==> config.mk <==
export PLATFORM = sky130hd
export DESIGN_NAME = mult_share_arbiter_flat
export DESIGN_NICKNAME = d
export VERILOG_FILES = /design/src/rtl/mult_share_arbiter_pkg.sv /design/src/rtl/mult_share_arbiter_if.sv /design/src/rtl/mult_share_arbiter_rr_pick.sv /design/src/rtl/mult_share_arbiter.sv /design/src/flat_wrapper.sv
export SDC_FILE = /design/constraint.sdc
export NUM_CORES = 1
export LEC_CHECK = 0
export CAP_MARGIN = 20
export CORE_MARGIN = 5
export CORE_UTILIZATION = 40
export DETAILED_ROUTE_END_ITERATION = 8
export PLACE_DENSITY = 0.72
export SLEW_MARGIN = 20
export SYNTH_ARGS = -nofsm -noshare
export SYNTH_HDL_FRONTEND = slang
export SYNTH_SLANG_ARGS = --single-unit
==> constraint.sdc <==
create_clock -name clk -period 3.1 [get_ports clk]
set_input_delay 0.465 -clock clk [delete_from_list [all_inputs] [get_ports clk]]
set_output_delay 0.465 -clock clk [all_outputs]
set_load 0.02 [all_outputs]
==> src/rtl/mult_share_arbiter_pkg.sv <==
// Shared definitions for the multiplier-sharing arbiter.
// Holds the FSM state encoding and the default WIDTH / NREQ / MUL_LAT values.
package mult_share_arbiter_pkg;

   localparam int DEF_WIDTH   = 6;
   localparam int DEF_NREQ    = 4;
   localparam int DEF_MUL_LAT = 6;

   typedef enum logic [1:0] {
      ST_IDLE = 2'd0,
      ST_LOAD = 2'd1,
      ST_BUSY = 2'd2,
      ST_DONE = 2'd3
   } state_t;

endpackage

==> src/rtl/mult_share_arbiter_if.sv <==
// Requester-side bundle of the multiplier-sharing arbiter.
// Ports:
//   req    - per-requester request level
//   a_in   - packed operand A, requester i at [i*WIDTH +: WIDTH]
//   b_in   - packed operand B, same packing
//   gnt    - one-hot grant, held while an operation is in flight
//   done   - one-hot, one-cycle result-valid pulse
//   result - captured product, held until the next completion
//   busy   - high while an operation is in flight
// Modports: master = requesting side, slave = arbiter.
interface mult_share_arbiter_if
   import mult_share_arbiter_pkg::*;
#(
   parameter int WIDTH = DEF_WIDTH,
   parameter int NREQ  = DEF_NREQ
);

   logic [NREQ-1:0]       req;
   logic [NREQ*WIDTH-1:0] a_in;
   logic [NREQ*WIDTH-1:0] b_in;
   logic [NREQ-1:0]       gnt;
   logic [NREQ-1:0]       done;
   logic [2*WIDTH-1:0]    result;
   logic                  busy;

   modport master (output req, a_in, b_in, input gnt, done, result, busy);
   modport slave  (input req, a_in, b_in, output gnt, done, result, busy);

endinterface

==> src/rtl/mult_share_arbiter_rr_pick.sv <==
// Combinational round-robin picker.
// Ports:
//   req  - request vector
//   ptr  - highest-priority index for this pick
//   gnt  - one-hot winner
//   idx  - winner index
//   any  - at least one request is pending
// Scans from ptr upward, wrapping NREQ-1 -> 0, and takes the first set bit.
module rr_pick #(
   parameter int NREQ = 4,
   parameter int IW   = $clog2(NREQ)
) (
   input  logic [NREQ-1:0] req,
   input  logic [IW-1:0]   ptr,
   output logic [NREQ-1:0] gnt,
   output logic [IW-1:0]   idx,
   output logic            any
);

   int j;

   always_comb begin
      gnt = '0;
      idx = '0;
      any = 1'b0;
      j   = 0;
      for (int i = 0; i < NREQ; i++) begin
         j = int'(ptr) + i;
         if (j >= NREQ) j = j - NREQ;
         if (!any && req[j]) begin
            any    = 1'b1;
            idx    = IW'(j);
            gnt[j] = 1'b1;
         end
      end
   end

endmodule

==> src/rtl/mult_share_arbiter.sv <==
// Round-robin scheduler sharing one sequential multiplier among NREQ requesters.
// Ports:
//   clk         - system clock, posedge
//   rst         - synchronous active-low reset
//   bus         - requester bundle (req, a_in, b_in, gnt, done, result, busy)
//   mul_rst     - active-high multiplier reset, ~rst
//   mul_load    - one-cycle multiplier load strobe
//   mul_a/mul_b - multiplier operands, stable from LOAD through DONE
//   mul_product - multiplier product, sampled on the last BUSY cycle
//
// state   | meaning
// --------+----------------------------------------------------------
// IDLE    | waiting for any req; picks winner and latches its operands
// LOAD    | mul_load high for this single cycle
// BUSY    | counting MUL_LAT cycles of multiplier latency
// DONE    | done pulse for the winner, result valid, ptr advanced
module mult_share_arbiter
   import mult_share_arbiter_pkg::*;
#(
   parameter int WIDTH   = DEF_WIDTH,
   parameter int NREQ    = DEF_NREQ,
   parameter int MUL_LAT = DEF_MUL_LAT
) (
   input  logic                 clk,
   input  logic                 rst,
   mult_share_arbiter_if.slave  bus,
   output logic                 mul_rst,
   output logic                 mul_load,
   output logic [WIDTH-1:0]     mul_a,
   output logic [WIDTH-1:0]     mul_b,
   input  logic [2*WIDTH-1:0]   mul_product
);

   localparam int IW = $clog2(NREQ);
   localparam int CW = $clog2(MUL_LAT + 1);

   state_t          state;
   logic [IW-1:0]   ptr;
   logic [IW-1:0]   win;
   logic [CW-1:0]   cnt;

   logic [NREQ-1:0] pick_gnt;
   logic [IW-1:0]   pick_idx;
   logic            pick_any;

   assign mul_rst = ~rst;

   rr_pick #(.NREQ(NREQ), .IW(IW)) u_pick (
      .req (bus.req),
      .ptr (ptr),
      .gnt (pick_gnt),
      .idx (pick_idx),
      .any (pick_any)
   );

   always_ff @(posedge clk) begin
      if (!rst) begin
         state      <= ST_IDLE;
         ptr        <= '0;
         win        <= '0;
         cnt        <= '0;
         bus.gnt    <= '0;
         bus.done   <= '0;
         bus.result <= '0;
         bus.busy   <= 1'b0;
         mul_load   <= 1'b0;
         mul_a      <= '0;
         mul_b      <= '0;
      end else begin
         bus.done <= '0;
         mul_load <= 1'b0;
         case (state)
            ST_IDLE: begin
               if (pick_any) begin
                  win      <= pick_idx;
                  bus.gnt  <= pick_gnt;
                  bus.busy <= 1'b1;
                  // operands copied now so the requester may change them freely
                  mul_a    <= bus.a_in[int'(pick_idx)*WIDTH +: WIDTH];
                  mul_b    <= bus.b_in[int'(pick_idx)*WIDTH +: WIDTH];
                  mul_load <= 1'b1;
                  state    <= ST_LOAD;
               end
            end
            ST_LOAD: begin
               cnt   <= '0;
               state <= ST_BUSY;
            end
            ST_BUSY: begin
               cnt <= cnt + 1'b1;
               // last BUSY cycle: product is valid now, capture it for DONE
               if (cnt == CW'(MUL_LAT - 1)) begin
                  bus.result <= mul_product;
                  bus.done   <= bus.gnt;
                  state      <= ST_DONE;
               end
            end
            ST_DONE: begin
               bus.gnt  <= '0;
               bus.busy <= 1'b0;
               ptr      <= (win == IW'(NREQ - 1)) ? '0 : win + 1'b1;
               state    <= ST_IDLE;
            end
            default: state <= ST_IDLE;
         endcase
      end
   end

endmodule

==> src/flat_wrapper.sv <==
// flat-port wrapper written by rule: the top's interface ports become plain ports
module mult_share_arbiter_flat import mult_share_arbiter_pkg::*;
#(
   parameter int WIDTH   = DEF_WIDTH,
   parameter int NREQ    = DEF_NREQ,
   parameter int MUL_LAT = DEF_MUL_LAT
)
  (clk, rst, mul_rst, mul_load, mul_a, mul_b, mul_product, bus_req, bus_a_in, bus_b_in, bus_gnt, bus_done, bus_result, bus_busy);
  mult_share_arbiter_if #(.WIDTH(WIDTH), .NREQ(NREQ)) bus_i ();
  input  logic clk;
  input  logic rst;
  output logic mul_rst;
  output logic mul_load;
  output logic [WIDTH-1:0] mul_a;
  output logic [WIDTH-1:0] mul_b;
  input  logic [2*WIDTH-1:0] mul_product;
  input wire logic [$bits(bus_i.req)-1:0] bus_req;
  input wire logic [$bits(bus_i.a_in)-1:0] bus_a_in;
  input wire logic [$bits(bus_i.b_in)-1:0] bus_b_in;
  output wire logic [$bits(bus_i.gnt)-1:0] bus_gnt;
  output wire logic [$bits(bus_i.done)-1:0] bus_done;
  output wire logic [$bits(bus_i.result)-1:0] bus_result;
  output wire logic [$bits(bus_i.busy)-1:0] bus_busy;
  assign bus_i.req = bus_req;
  assign bus_i.a_in = bus_a_in;
  assign bus_i.b_in = bus_b_in;
  assign bus_gnt = bus_i.gnt;
  assign bus_done = bus_i.done;
  assign bus_result = bus_i.result;
  assign bus_busy = bus_i.busy;
  mult_share_arbiter #(.WIDTH(WIDTH), .NREQ(NREQ), .MUL_LAT(MUL_LAT)) u_core (.clk(clk), .rst(rst), .bus(bus_i), .mul_rst(mul_rst), .mul_load(mul_load), .mul_a(mul_a), .mul_b(mul_b), .mul_product(mul_product));
endmodule
==> impl_metrics.tcl, run 1 <==
set metrics [dict create \
    critical_path_class "flop to flop" \
    timing.final.crit_share 0.892 \
    synth.net_count 388 \
    portBuffers 100 \
    worst_ep_required_time_ns 3.28 \
    cts_tree "yes" \
    cp.arrival_ns 2.95 \
    synthCells 311 \
    dr_total_vias 2578 \
    fillers 581 \
    ios 101 \
    clockRootBuffer "clkbuf_8" \
    place.detailed.hpwl_um 5720 \
    fmax_mhz 362 \
    insertedDiodeCount 0 \
    syn_area_per_cell_um2 8.29 \
    ys_top_cells_by_count "nand2_1, dfxtp_1, nor2_1" \
    yosys_most_used_dff "dfxtp_1" \
    power_density_nw_per_um2 590 \
    numCtsBuffers 5 \
    startpoint "u_core.ptr[0]$_SDFFE_PN0P_" \
    antenna_left 0 \
    outcome "completed" \
    critPathCaptureType "flop" \
    synth_xor_area_frac 0 \
    finalNonFillerCells 487 \
    rsz0062_at_grt "false" \
    min_from "u_core.mul_a[1]$_SDFFE_PN0P_" \
    slew_headroom 0.564 \
    area_delta_synth_final_pct 45.3 \
    wl_per_cell_um 15.1 \
    hold_viol 0 \
    slew_viol_final 0 \
    synth.top_cells.by_area "dfxtp_1, nand2_1, mux2i_1, ha_1, a21oi_1" \
    hold_ws_ns 0.456 \
    tightest_slew_ns 0.654 \
    core_um2 6310 \
    critical_path_buf_inv_count 1 \
    avgViaCountPerCell 5.29 \
    synth_edf_count 0 \
    seq_area_frac_synth 0.334 \
    grtUsageTotal 0.178 \
    slowest_delay_ns 0.62 \
    crit_chain "inv_1 > ha_1 > mux4_2 > o21ai_2 > nand2_2 > a211oi_1 > o21ai_1" \
    r2r-start "u_core.ptr[0]$_SDFFE_PN0P_" \
    clk_path_buf_depth 2 \
    cts_hold_buf 0 \
    final.min_clock_period_ns 2.77 \
    maxCapViolations 0 \
    cts_max_level 2 \
    synth_adder_area_share 0.0534 \
    grt_pass1_vias 2568 \
    clock_latency_ns 0.29 \
    synth_top_family_by_area "compound AO/OA/AOI/OAI gates" \
    muxShareOfSynthArea 0.100 \
    synth_simple_gate_area_frac 0.216 \
    finalPower_uw 2210 \
    antenna_found_initial 0 \
    nets 486 \
    grt_max_degree 29 \
    remaining_drc_errors 0 \
    async_flop_share 0 \
    leakage_uw 0.00139 \
    ys_warn_count 0 \
    synth_top_area_frac 0.334 \
    die_x_um 90.3 \
    drtIter0Drc 58 \
    setup_tns_ns 0 \
    postLayoutCellArea_um2 3750 \
    dieArea_um2 8150 \
    setup_viol 0 \
    syn_area_um2 2580 \
    gp_congestion 0.806 \
    cts_sinks 43 \
    grt_pass1_wl_um 12400 \
    drive_gt1_frac 0.0780 \
    ctsResizeCount 0 \
    postPlaceCellArea_um2 3640 \
    synthDistinctLibCells 46 \
    clock_skew_ns 0.00400 \
    slowest_stage "mux4_2" \
    synth_most_common_cell "nand2_1" \
    synth_compound_area_frac 0.247 \
    cp_max_fo 18 \
    post_cts.repair.setup_buffers 0 \
    min_path_type "flop to flop" \
    drt-pass1-iter-count 4 \
    synth-seq-cells 43 \
    start_util 0.408 \
    ir_drop_uv 281 \
    start_kind "flop" \
    grt_overflow 0 \
    crit_family "compound AO/OA/AOI/OAI gates" \
    clkTransAtPathRegs_ns 0.08 \
    wl_um 7360 \
    dp_cells 478 \
    synth_area_leader_cell "dfxtp_1" \
    rows 29 \
    fp.dieH_um 90.3 \
]
## worst register-to-register path: stages (launching register included)
cell,delay [ns]
dfxtp_1,0.34
inv_1,0.12
ha_1,0.34
mux4_2,0.62
o21ai_2,0.51
nand2_2,0.33
a211oi_1,0.32
o21ai_1,0.08
## kinds of logic after synthesis
kind of cell | count (synthesis)
buffers and inverters | 25
AO/OA/AOI/OAI | 89
flip-flops | 43
multiplexers | 22
adder cells (fa/ha/maj) | 11
AND/OR/NAND/NOR | 121
## where the power goes
group | internal, uW | switching (uW)
sequential | 667 | 71.6
combinational | 500 | 584
clock | 203 | 185
total | 1370 | 840
## placed cells by master, fill, tap and decap left out, drive strengths merged, types with 3 or more instances in the layout
cell and n:
clkbuf 8, a22o 7, and3 16, mux4 3, inv 7, dfxtp 43, nor2b 3, o21ai 15
nand2 64, buf 9, a22oi 4, ha 11, a211oi 7, and2 3, o211ai 12, a21boi 5
mux2i 18, clkdlybuf4s50 100, a221oi 4, a21oi 20, nor2 23, o31ai 8
## final cells by class
class,count,area [um2],area share
Clock buffer,8,100,0.0267
Inverter,7,26.3,0.00701
Multi-Input combinational cell,243,1590,0.426
Sequential cell,43,861,0.230
Tap cell,77,96.3,0.0257
Timing Repair Buffer,109,1070,0.285
## path summary, 6_finish.rpt
check | endpoint | slack [ns] | depth (start not counted)
hold reg to reg | u_core.mul_a[1]$_SDFFE_PN0P_ | 0.46 | 2
hold / removal | u_core.mul_a[1]$_SDFFE_PN0P_ | 0.46 | 2
setup reg to reg | u_core.mul_b[2]$_SDFFE_PN0P_ | 0.33 | 7
setup / recovery | u_core.mul_b[2]$_SDFFE_PN0P_ | 0.33 | 7
## flip-flops by register name, indices dropped and copies added, names as in the netlist, 2 cells and up
name,count
u_core.mul_b,6
u_core.bus.gnt,4
u_core.state,2
u_core.ptr,2
u_core.bus.result,12
u_core.win,2
u_core.mul_a,6
u_core.bus.done,4
u_core.cnt,3
## per-stage QoR
stage	setup slack, ns	util
3_5_place_dp	0.0124	0.576
2_1_floorplan	0.492	-
5_1_grt	0.0347	0.593
6_report	0.334	0.593
3_3_place_gp	0.138	0.576
4_1_cts	0.300	0.592
## layer usage
metal  wire length (um)  GRT usage  vias to the layer above
li1                   -          -                     1310
met1               3140      0.212                     1181
met2               3680      0.318                       78
met3                427     0.0442                        9
met4                112     0.0447                        0
met5                  0          0                        -
(Power assumes the default switching activity.)
==> inputs of run 2 (changes only) <==
- SETUP_SLACK_MARGIN: unset -> 0.5
==> run 2 against run 1 <==
Sequential share of layout area is 0.50 points lower. Final cell count is 0.62% higher. Power is 2.2% higher. Core utilization is 1.3 points higher. Global-route usage is 0.34 points higher. First-iteration DRC count is 50% higher. Die area stayed put. Register-to-register slack better by 0.33 ns. Count of clock-buffer cells in the layout stayed put. Largest power group unchanged.
==> impl_metrics.tcl, run 2 (synthesis results as in run 1) <==
set metrics [dict create \
    cts_tree "yes" \
    power_density_nw_per_um2 590 \
    grtUsageTotal 0.181 \
    setup_viol 0 \
    clkTransAtPathRegs_ns 0.08 \
    worst_ep_required_time_ns 3.29 \
    portBuffers 100 \
    crit_chain "clkdlybuf4s50_1 > mux4_2 > or3_1 > o211a_2 > a22o_1 > o31ai_1 > o21ai_1" \
    die_x_um 90.3 \
    p_sw_uw 862 \
    cts_sinks 43 \
    fmax_mhz 406 \
    clock_skew_ns 0.00514 \
    timing.final.crit_share 0.795 \
    antenna_found_initial 0 \
    grt_max_degree 29 \
    maxCapViolations 0 \
    top_register "u_core.bus.result" \
    seqPwrFrac 0.328 \
    layout.cells.most_common_list "clkdlybuf4s50_1, nand2_1, dfxtp_1" \
    fp.dieH_um 90.3 \
    grt_pass1_vias 2574 \
    endpoint "u_core.mul_a[2]$_SDFFE_PN0P_" \
    startpoint "bus_req[3]" \
    critical_path_class "primary input to flop" \
    critPathCaptureType "flop" \
    dieArea_um2 8150 \
    clock_latency_ns 0.30 \
    avgViaCountPerCell 5.41 \
    wl_um 7500 \
    place.detailed.hpwl_um 5690 \
    slew_viol_final 0 \
    clockRootBuffer "clkbuf_8" \
    grt_overflow 0 \
    grt_pass1_wl_um 12600 \
    leakage_uw 0.00144 \
    antenna_left 0 \
    tightest_slew_ns 0.949 \
    remaining_drc_errors 0 \
    numCtsBuffers 5 \
    hold_viol 0 \
    largest_reg_flops 12 \
    combPwrFrac 0.501 \
    clk_path_buf_depth 2 \
    drive_gt1_frac 0.0896 \
    drt-pass1-iter-count 4 \
    nets 489 \
    path_depth 7 \
    r2r-end "u_core.mul_b[2]$_SDFFE_PN0P_" \
    ir_drop_uv 294 \
    slowest_stage "clkdlybuf4s50_1" \
    r2r-start "u_core.ptr[0]$_SDFFE_PN0P_" \
    final.min_clock_period_ns 2.46 \
    fin_util 0.606 \
    slew_headroom 0.365 \
    min_path_type "flop to flop" \
    cp.arrival_ns 2.65 \
    dr_total_vias 2649 \
    top_regs "u_core.bus.result: 12 flops, u_core.mul_a: 6 flops, u_core.mul_b: 6 flops" \
    regToRegSetupSlack_ns 0.66 \
    outcome "completed" \
    start_util 0.408 \
    rows 29 \
    clkPwrFrac 0.171 \
    rsz0062_at_grt "true" \
    area_delta_synth_final_pct 48.5 \
    start_kind "primary input" \
    rr_worst_depth 9 \
    ios 101 \
    core_um2 6310 \
    insertedDiodeCount 0 \
    crit_family "compound AO/OA/AOI/OAI gates" \
    intPower_uw 1400 \
    drtIter0Drc 87 \
    hold_depth 2 \
    wl_per_cell_um 15.3 \
    layout_commonest_cell "clkdlybuf4s50_1" \
    slowest_delay_ns 0.54 \
    critical_path_buf_inv_count 1 \
    cts_max_level 2 \
    cp_max_fo 9 \
    setup_tns_ns 0 \
    gp_congestion 0.769 \
    swShare 0.382 \
]
==> run 2: timing repair <==
| item | in CTS | in global routing |
|---|---|---|
| buffers inserted | 0 | 2 |
| cloned | 0 | 2 |
| hold buffers | 0 | 0 |
| setup endpoints to repair | 12 | 12 |
| resized for setup | 3 | 6 |
| pin swaps | 0 | 1 |
==> run 2: worst min path at each step <==
| stage | start | endpoint |
|---|---|---|
| 4_1_cts | u_core.mul_a[4]$_SDFFE_PN0P_ | u_core.mul_a[4]$_SDFFE_PN0P_ |
| 3_5_place_dp | u_core.mul_a[4]$_SDFFE_PN0P_ | u_core.mul_a[4]$_SDFFE_PN0P_ |
| 2_1_floorplan | u_core.win[1]$_SDFFE_PN0P_ | u_core.win[1]$_SDFFE_PN0P_ |
| 5_1_grt | u_core.mul_b[1]$_SDFFE_PN0P_ | u_core.mul_b[1]$_SDFFE_PN0P_ |
| 6_report | u_core.mul_a[4]$_SDFFE_PN0P_ | u_core.mul_a[4]$_SDFFE_PN0P_ |
| 3_3_place_gp | u_core.mul_a[4]$_SDFFE_PN0P_ | u_core.mul_a[4]$_SDFFE_PN0P_ |
==> run 2: metal layers <==
layer	track usage	wire [um]	up-vias
met5	0	0	-
met4	0.0645	190	0
met3	0.0392	429	17
met2	0.310	3570	96
met1	0.224	3310	1208
li1	-	-	1328
==> run 2: worst register-to-register path, stage by stage (launching register included) <==
cell and delay [ns]:
dfxtp_1 0.36, inv_2 0.10, ha_4 0.30, mux4_2 0.61, nor2b_4 0.23, o21ai_4 0.08
buf_4 0.19, and3_1 0.18, a211oi_1 0.19, o21ai_1 0.08
==> run 2: power by group through the flow <==
stage | sequential, uW | combinational [uW] | clock [uW]
after floorplan | 851 | 586 | 0
after global placement | 748 | 1060 | 0
after detailed placement | 754 | 1080 | 0
after CTS | 741 | 1100 | 400
after global routing | 755 | 1240 | 426
final | 741 | 1130 | 387
==> run 2: area by class of cell <==
cell class	instances	area (um2)
Fill cell	593	2480
Multi-Input combinational cell	245	1660
Timing Repair Buffer	110	1090
Sequential cell	43	861
Clock buffer	8	100
Tap cell	77	96.3
Inverter	7	26.3
==> run 2: stage by stage <==
| step | worst slack (ns) | std cells | hold WS, ns | instance area [um2] | total power, uW |
|---|---|---|---|---|---|
| after floorplan | 0.531 | 311 | 0.440 | 2580 | 1440 |
| after detailed placement | -0.00709 | 478 | 0.444 | 3640 | 1840 |
| after CTS | 0.569 | 486 | 0.456 | 3750 | 2240 |
| after global routing | 0.487 | 490 | 0.481 | 3830 | 2420 |
| final | 0.636 | 490 | 0.455 | 3830 | 2260 |
| after global placement | 0.170 | 478 | 0.436 | 3640 | 1810 |
